## src/rtl/uart_tx_buffered.sv

```systemverilog
`default_nettype none
// ============================================================================
//  Module   : uart_tx_buffered
//  Purpose  : Buffered UART transmitter. Bytes written through the store
//             strobe are queued in a 2^FIFO_AW-entry FIFO and serialised on
//             txd, LSB first. A write to a full FIFO is dropped and counted,
//             unless the serialiser pops in the same cycle.
//  Ports    : clk        - system clock
//             reset      - synchronous, active-high reset
//             din[31:0]  - write data, only din[7:0] is transmitted
//             we         - write strobe, one byte per high cycle
//             txd        - serial output, idle high, registered
//             busy       - frame in progress or FIFO non-empty
//             level      - FIFO occupancy, 0..2^FIFO_AW
//             drop_count - bytes lost on a full FIFO, saturating at 0xFFFF
//  Options  : define UART_TX_PARITY_EN for 8E1 framing (default 8N1)
//  Revision : 1.0 - initial release
// ============================================================================
module uart_tx_buffered #(
    parameter int CLKS_PER_BIT = 868,
    parameter int FIFO_AW      = 4
) (
    input  logic                 clk,
    input  logic                 reset,
    input  logic [31:0]          din,
    input  logic                 we,
    output logic                 txd,
    output logic                 busy,
    output logic [FIFO_AW:0]     level,
    output logic [15:0]          drop_count
);

    localparam int c_depth  = 1 << FIFO_AW;
    localparam int c_baud_w = (CLKS_PER_BIT > 2) ? $clog2(CLKS_PER_BIT) : 1;
    localparam logic [c_baud_w-1:0] c_baud_last = c_baud_w'(CLKS_PER_BIT - 1);
    localparam logic [FIFO_AW:0]    c_full      = {1'b1, {FIFO_AW{1'b0}}};

    typedef enum logic [2:0] {
        S_IDLE   = 3'd0,
        S_START  = 3'd1,
        S_DATA   = 3'd2,
`ifdef UART_TX_PARITY_EN
        S_PARITY = 3'd3,
`endif
        S_STOP   = 3'd4
    } state_t;

    state_t                r_state, w_state_n;
    logic [c_baud_w-1:0]   r_baud, w_baud_n;
    logic [2:0]            r_bit_idx, w_bit_idx_n;
    logic [7:0]            r_shift, w_shift_n;
    logic                  r_txd, w_txd_n;
`ifdef UART_TX_PARITY_EN
    logic                  r_parity, w_parity_n;
`endif

    logic [7:0]            r_mem [c_depth];
    logic [FIFO_AW-1:0]    r_wr_ptr, r_rd_ptr;
    logic [FIFO_AW:0]      r_level;
    logic [15:0]           r_drop_count;

    logic                  w_pop, w_push, w_drop, w_full, w_baud_last;
    logic [7:0]            w_head;
    logic                  w_unused_din;

    assign w_unused_din = ^din[31:8];
    assign w_full       = (r_level == c_full);
    assign w_head       = r_mem[r_rd_ptr];
    assign w_baud_last  = (r_baud == c_baud_last);

    // A pop frees a slot in the same cycle, so a push to a full FIFO is
    // still accepted then; the old head is read before the slot is reused.
    assign w_push = we && (!w_full || w_pop);
    assign w_drop = we && w_full && !w_pop;

    // ------------------------------------------------------------------
    // Serialiser next-state logic. txd is registered, so its next value is
    // chosen here together with the transition that produces it.
    // ------------------------------------------------------------------
    always_comb begin
        w_state_n   = r_state;
        w_baud_n    = r_baud;
        w_bit_idx_n = r_bit_idx;
        w_shift_n   = r_shift;
        w_txd_n     = r_txd;
`ifdef UART_TX_PARITY_EN
        w_parity_n  = r_parity;
`endif
        w_pop       = 1'b0;

        case (r_state)
            S_IDLE: begin
                w_txd_n = 1'b1;
                if (r_level != '0) begin
                    w_pop     = 1'b1;
                    w_shift_n = w_head;
`ifdef UART_TX_PARITY_EN
                    w_parity_n = ^w_head;
`endif
                    w_baud_n  = '0;
                    w_state_n = S_START;
                    w_txd_n   = 1'b0;
                end
            end
            S_START: begin
                if (w_baud_last) begin
                    w_baud_n    = '0;
                    w_bit_idx_n = 3'd0;
                    w_state_n   = S_DATA;
                    w_txd_n     = r_shift[0];
                end else begin
                    w_baud_n = r_baud + 1'b1;
                end
            end
            S_DATA: begin
                if (w_baud_last) begin
                    w_baud_n = '0;
                    if (r_bit_idx == 3'd7) begin
`ifdef UART_TX_PARITY_EN
                        w_state_n = S_PARITY;
                        w_txd_n   = r_parity;
`else
                        w_state_n = S_STOP;
                        w_txd_n   = 1'b1;
`endif
                    end else begin
                        w_bit_idx_n = r_bit_idx + 1'b1;
                        w_shift_n   = r_shift >> 1;
                        w_txd_n     = r_shift[1];
                    end
                end else begin
                    w_baud_n = r_baud + 1'b1;
                end
            end
`ifdef UART_TX_PARITY_EN
            S_PARITY: begin
                if (w_baud_last) begin
                    w_baud_n  = '0;
                    w_state_n = S_STOP;
                    w_txd_n   = 1'b1;
                end else begin
                    w_baud_n = r_baud + 1'b1;
                end
            end
`endif
            S_STOP: begin
                if (w_baud_last) begin
                    w_baud_n = '0;
                    // Chain straight into the next start bit when data waits.
                    if (r_level != '0) begin
                        w_pop     = 1'b1;
                        w_shift_n = w_head;
`ifdef UART_TX_PARITY_EN
                        w_parity_n = ^w_head;
`endif
                        w_state_n = S_START;
                        w_txd_n   = 1'b0;
                    end else begin
                        w_state_n = S_IDLE;
                        w_txd_n   = 1'b1;
                    end
                end else begin
                    w_baud_n = r_baud + 1'b1;
                end
            end
            default: begin
                w_state_n = S_IDLE;
                w_txd_n   = 1'b1;
            end
        endcase
    end

    always_ff @(posedge clk) begin
        if (reset) begin
            r_state   <= S_IDLE;
            r_baud    <= '0;
            r_bit_idx <= 3'd0;
            r_shift   <= 8'h00;
            r_txd     <= 1'b1;
`ifdef UART_TX_PARITY_EN
            r_parity  <= 1'b0;
`endif
        end else begin
            r_state   <= w_state_n;
            r_baud    <= w_baud_n;
            r_bit_idx <= w_bit_idx_n;
            r_shift   <= w_shift_n;
            r_txd     <= w_txd_n;
`ifdef UART_TX_PARITY_EN
            r_parity  <= w_parity_n;
`endif
        end
    end

    // Storage needs no reset: the pointers define which entries are valid.
    always_ff @(posedge clk) begin
        if (w_push) begin
            r_mem[r_wr_ptr] <= din[7:0];
        end
    end

    always_ff @(posedge clk) begin
        if (reset) begin
            r_wr_ptr     <= '0;
            r_rd_ptr     <= '0;
            r_level      <= '0;
            r_drop_count <= 16'h0000;
        end else begin
            if (w_push) begin
                r_wr_ptr <= r_wr_ptr + 1'b1;
            end
            if (w_pop) begin
                r_rd_ptr <= r_rd_ptr + 1'b1;
            end
            case ({w_push, w_pop})
                2'b10:   r_level <= r_level + 1'b1;
                2'b01:   r_level <= r_level - 1'b1;
                default: r_level <= r_level;
            endcase
            if (w_drop && (r_drop_count != 16'hFFFF)) begin
                r_drop_count <= r_drop_count + 1'b1;
            end
        end
    end

    assign txd        = r_txd;
    assign busy       = (r_state != S_IDLE) || (r_level != '0);
    assign level      = r_level;
    assign drop_count = r_drop_count;

endmodule
`default_nettype wire

```

## config.mk

```make
export PLATFORM = sky130hd
export DESIGN_NAME = uart_tx_buffered
export DESIGN_NICKNAME = d
export VERILOG_FILES = /design/src/rtl/uart_tx_buffered.sv
export SDC_FILE = /design/constraint.sdc
export NUM_CORES = 1
export LEC_CHECK = 0
export CAP_MARGIN = 15
export CORE_ASPECT_RATIO = 0.8
export CORE_UTILIZATION = 35
export DETAILED_ROUTE_END_ITERATION = 10
export PLACE_DENSITY = 0.52
export SYNTH_ARGS = -nofsm -noshare
export SYNTH_HDL_FRONTEND = slang
export SYNTH_SLANG_ARGS = --single-unit
```

## constraint.sdc

```tcl
create_clock -name clk -period 3.9 [get_ports clk]
set_clock_uncertainty 0.05 [all_clocks]
set_input_delay 0.78 -clock clk [delete_from_list [all_inputs] [get_ports clk]]
set_output_delay 0.78 -clock clk [all_outputs]
set_load 0.01 [all_outputs]
```

### After elaboration in Yosys (flattened, before gate mapping)

Memory sizes are Yosys's and may differ from the RTL's. A register that Yosys moved wholly into a read port is not among the register bits.
Cells that the tools add are included.

* bits in registers: 54
* bits in writable memories: 128
* input bits: 35
* word-level logic and storage cells: 86
* memories: 1

Memories
* r_mem: depth 16, width 8, read ports 1, clocked after memory_dff 1, wr ports 1, line 57 `logic [7:0] r_mem [c_depth];`

* add/subtract/negate cells: 7
* equality and inequality tests: 15
* multiplexer cells: 33
* reduce and logical (&&, ||, !) cells: 21

Operators with widths (number)
* 8-bit two-way mux: 4
* 3-bit two-way mux: 8
* 8-bit case mux with 3 select lines: 1
* 10-bit two-way mux: 2
* 10-bit case mux with 2 select lines: 1
* 16-bit by 1-bit adder with 16-bit output (second input constant): 1
* 16-bit != test (second input constant): 1
* 2-bit != test (second input constant): 6
* 3-bit case mux with 4 select lines: 1
* 10-bit by 1-bit adder with 10-bit output (second input constant): 1
* 10-bit equality test (second input constant): 1
* 1-bit two-way mux: 10
* 5-bit case mux with 2 select lines: 1
* 4-bit by 1-bit adder with 4-bit output (second input constant): 2
* 4-bit two-way mux: 2
* 4-bit AND reduction: 2
* 3-bit equality test (second input constant): 2
* 3-bit case mux with 2 select lines: 1
* 2-bit nonzero test: 3
* 3-bit nonzero test: 2
* 5-bit by 1-bit adder with 5-bit output (second input constant): 1
* 5-bit equality test (second input constant): 1
* 5-bit AND reduction: 1
* 5-bit nonzero test: 1
* 15 further kinds: 20

### Depth between registers and ports, before layout

* word-level depth: 8
* gate-level depth with buffers: 11
* depth with buffers taken out: 11

### Least setup slack after synthesis

Ideal clock, no wire load.

* path kind: register to register
* start point: register r_baud[0]
* end point: memory r_mem[0][0] (enable)
* library setup time: 383 ps
* data arrival time: 2582 ps
* data required time: 3467 ps
* slack: 884 ps
* cell stages (with the launch flop): 8
* buffers on the path: 1
* period minus slack after synthesis: 3016 ps
* cells stage by stage: dfxtp_1 -> ha_1 -> or4bb_1 -> o31ai_4 -> a21o_1 -> buf_2 -> nand3_1 -> nor3_1

* word-level cells in the longest chain between the ends: 7

RTL lines
* start, declared: line 49 `logic [c_baud_w-1:0] r_baud, w_baud_n;`
* start signal, assigned: line 185 `r_baud <= w_baud_n;`
* 10-bit equality test: line 69 `assign w_baud_last = (r_baud == c_baud_last);`
* 1-bit two-way mux: line 147 `if (w_baud_last) begin`
* 1-bit case mux with 2 select lines: line 91 `case (r_state)`
* 1-bit logical OR: line 73 `assign w_push = we && (!w_full || w_pop);`
* 1-bit logical AND: line 73
* 1-bit two-way mux: line 197 `if (w_push) begin`
* 1-bit two-way mux (implied by the code): line 198 `r_mem[r_wr_ptr] <= din[7:0];`
* end, declared: line 57

No other way between the ends.

### Worst setup path after layout

* start point: register r_baud[0]
* end point: memory r_mem[5][1] (enable)

Same word-level chain as after synthesis.

==> out/results.ini <==
[status]
status = finished, final reports clean

[clocking]
clock_sinks = 186
ctsResizeCount = 0
insertion_delay_ps = 430
cts_max_level = 4
postCtsHoldBufs = 0
root_buffer = clkbuf_16
clk_pin_slew_worst_paths_ps = 70
cts_tree = done
cts_setup_buffers = 0
cts_buffers = 17
clockBufferDepth = 2

[yosys]
synthesis.instances = 591
synth_edf_count = 128
synth-seq-cells = 186
synth_nets = 636
ys.flop_type = edfxtp_1
yosysWarnings = 0
syn_area_sq_mm = 0.00801
async_flop_share_pct = 0
syn_avg_cell_area_sq_um = 13.6
synth-seq-area-share_pct = 62.5
ys_types = 60

[global_route]
grt_usage_pct = 15.8
antenna_found_initial = 1
grt_max_degree = 44
global_route.usage.met1_pct = 22.7
grt_pass1_vias = 4921
grt_pass1_wl_um = 27400
use_met3_pct = 3.16
use_met2_pct = 24.5
busiest_layer = met2
grt.overflow.total = 0

[layout]
drive_gt1_share_pct = 16.0
antenna_cells = 0
nets = 682
area_growth_pct = 16.9
final_util_pct = 41.7

[detailed_routing]
vias = 5047
route.detailed.drc = 0
wl_um = 17600
vias_per_cell = 5.28
ant_nets = 0
dr.pass1.iters = 4
drt_iter0_drc = 353
wl_per_cell_um = 18.4

[sta]
rsz0062_at_grt = false
fin_ws_ps = 715
relSlewSlack_pct = 32.3
hold_viol = 0
tightest_slew_ps = 1010
report.final.slew_viol_count = 0
setup_viol = 0
fin_crit_sh_pct = 81.7
min_period_ps = 3190
fin_setup_tns_ps = 0
holdWs_ps = 433
max_freq_mhz = 314

[pwr]
total_power_mw = 5.24
irDropWorstVdd_mv = 0.277
p_per_area_mw_per_mm2 = 559
leakage_nw = 3.02

[worst_setup_path]
critPathMaxFanout = 9
cpMaxStageDelayCell = or4bb_1
arrival_ps = 3280
criticalPathCategory = flip-flop to flip-flop
crit_required_ps = 3990
max_stage_delay_ps = 640
path_cells = ha_1 -> or4bb_1 -> o31ai_4 -> a21o_1 -> nand3_1 -> nor2_1 -> buf_4
crit_path_start_kind = flip-flop
setup.worst_path.end_class = flip-flop

[floorplan]
core_sq_mm = 0.0224
rows = 49
start_util_pct = 35.7
die_w_um = 171
dieArea_sq_mm = 0.0235
fp.dieH_um = 137
top_level_ports = 58

[place]
place_congestion = 0.779
pre_cts_ws_ps = 695
dp_hpwl_um = 11600
io_buffers = 33

[job]
maxCapViolCount = 0

[worst_hold_path]
hp-class = flip-flop to flip-flop

-- Yosys cell counts (all sizes together) (7+ instances only) --
cell type	count	share of area, %
a2111oi	7	0.77
a21oi	33	2.1
buf	11	0.70
clkbuf	22	1.0
dfxtp	58	14
edfxtp	128	48
ha	10	1.6
inv	9	0.42
mux2i	10	1.2
mux4	31	8.7
nand2	31	1.5
nand2b	7	0.55
nand3	17	1.1
nand4	10	0.78
nor2	50	2.3
nor2b	10	0.78
nor3	27	1.7
o21ai	7	0.44
o31ai	15	1.6
or4	12	1.1
xor2	9	0.98
-- stage by stage --
stage	std cells	area, sq um
after global routing	956	9370
after CTS	956	9370
after floorplan	591	8010
after detailed placement	924	8780
after global placement	924	8780
final	956	9370
-- where the power goes --
group | internal [mW] | switching (mW)
Clock | 0.906 | 0.802
Sequential | 2.22 | 0.106
Combinational | 0.516 | 0.686
Total | 3.64 | 1.59
-- logic make-up (layout without fill, tap and decap cells) --
logic type | Yosys count | in the layout | synth area share, %
multiplexers | 47 | 47 | 10.8
flip-flops | 186 | 186 | 62.5
adder cells (fa/ha/maj) | 11 | 11 | 1.69
AO/OA/AOI/OAI | 95 | 95 | 8.20
buffers and inverters | 43 | 102 | 2.20
XOR/XNOR | 13 | 13 | 1.42
AND/OR/NAND/NOR | 196 | 196 | 13.2
-- worst paths after layout --
check	startpoint	endpoint	slack, ps	depth (start not counted)
setup / recovery	r_baud[0]	r_mem[5][1]	710	7
hold / removal	r_bit_idx[1]	r_bit_idx[1]	430	2
setup reg to reg	r_baud[0]	r_mem[5][1]	710	7
hold reg to reg	r_bit_idx[1]	r_bit_idx[1]	430	2
-- critical path: cells and delay by family (launching register included) --
| kind | cells | cell delay [ps] |
|---|---|---|
| and+or+nand+nor | 3 | 1160 |
| AOI/OAI and AO/OA | 2 | 780 |
| DFF | 1 | 370 |
| adders and majority gates | 1 | 300 |
| buffers and inverters | 1 | 230 |
-- state kept, by name, summed over array words and instances (netlist names), named ones only --
| signal | flops |
|---|---|
| level | 5 |
| r_bit_idx | 3 |
| r_baud | 10 |
| txd | 1 |
| r_shift | 8 |
| r_rd_ptr | 4 |
| drop_count | 16 |
| r_mem | 128 |
| r_state | 3 |
| r_wr_ptr | 4 |
-- layout make-up --
| class | count | area [sq um] |
|---|---|---|
| timing repair buffer | 60 | 528 |
| multi-input combinational | 362 | 2830 |
| inverter | 10 | 37.5 |
| clock buffer | 17 | 425 |
| sequential | 186 | 5000 |
| tap | 306 | 383 |
| clock inverter | 15 | 156 |
| fill | 2060 | 13100 |
-- layer usage --
metal  share of wire [%]  vias up
li1                    -     2390
met1                  50     2572
met2                  46       71
met3                 3.4       14
met4                0.95        0
met5                   0        -
-- placed cells by master, fill, tap and decap left out, drive strengths merged, types with 15 or more instances in the layout --
| cell type | n |
|---|---|
| o31ai | 15 |
| a21oi | 33 |
| buf | 28 |
| mux4 | 31 |
| nor3 | 27 |
| nor2 | 50 |
| clkdlybuf4s50 | 32 |
| inv | 16 |
| nand2 | 31 |
| clkbuf | 17 |
| edfxtp | 128 |
| dfxtp | 58 |
| nand3 | 17 |
No activity file was read; power rests on OpenSTA's default activity.
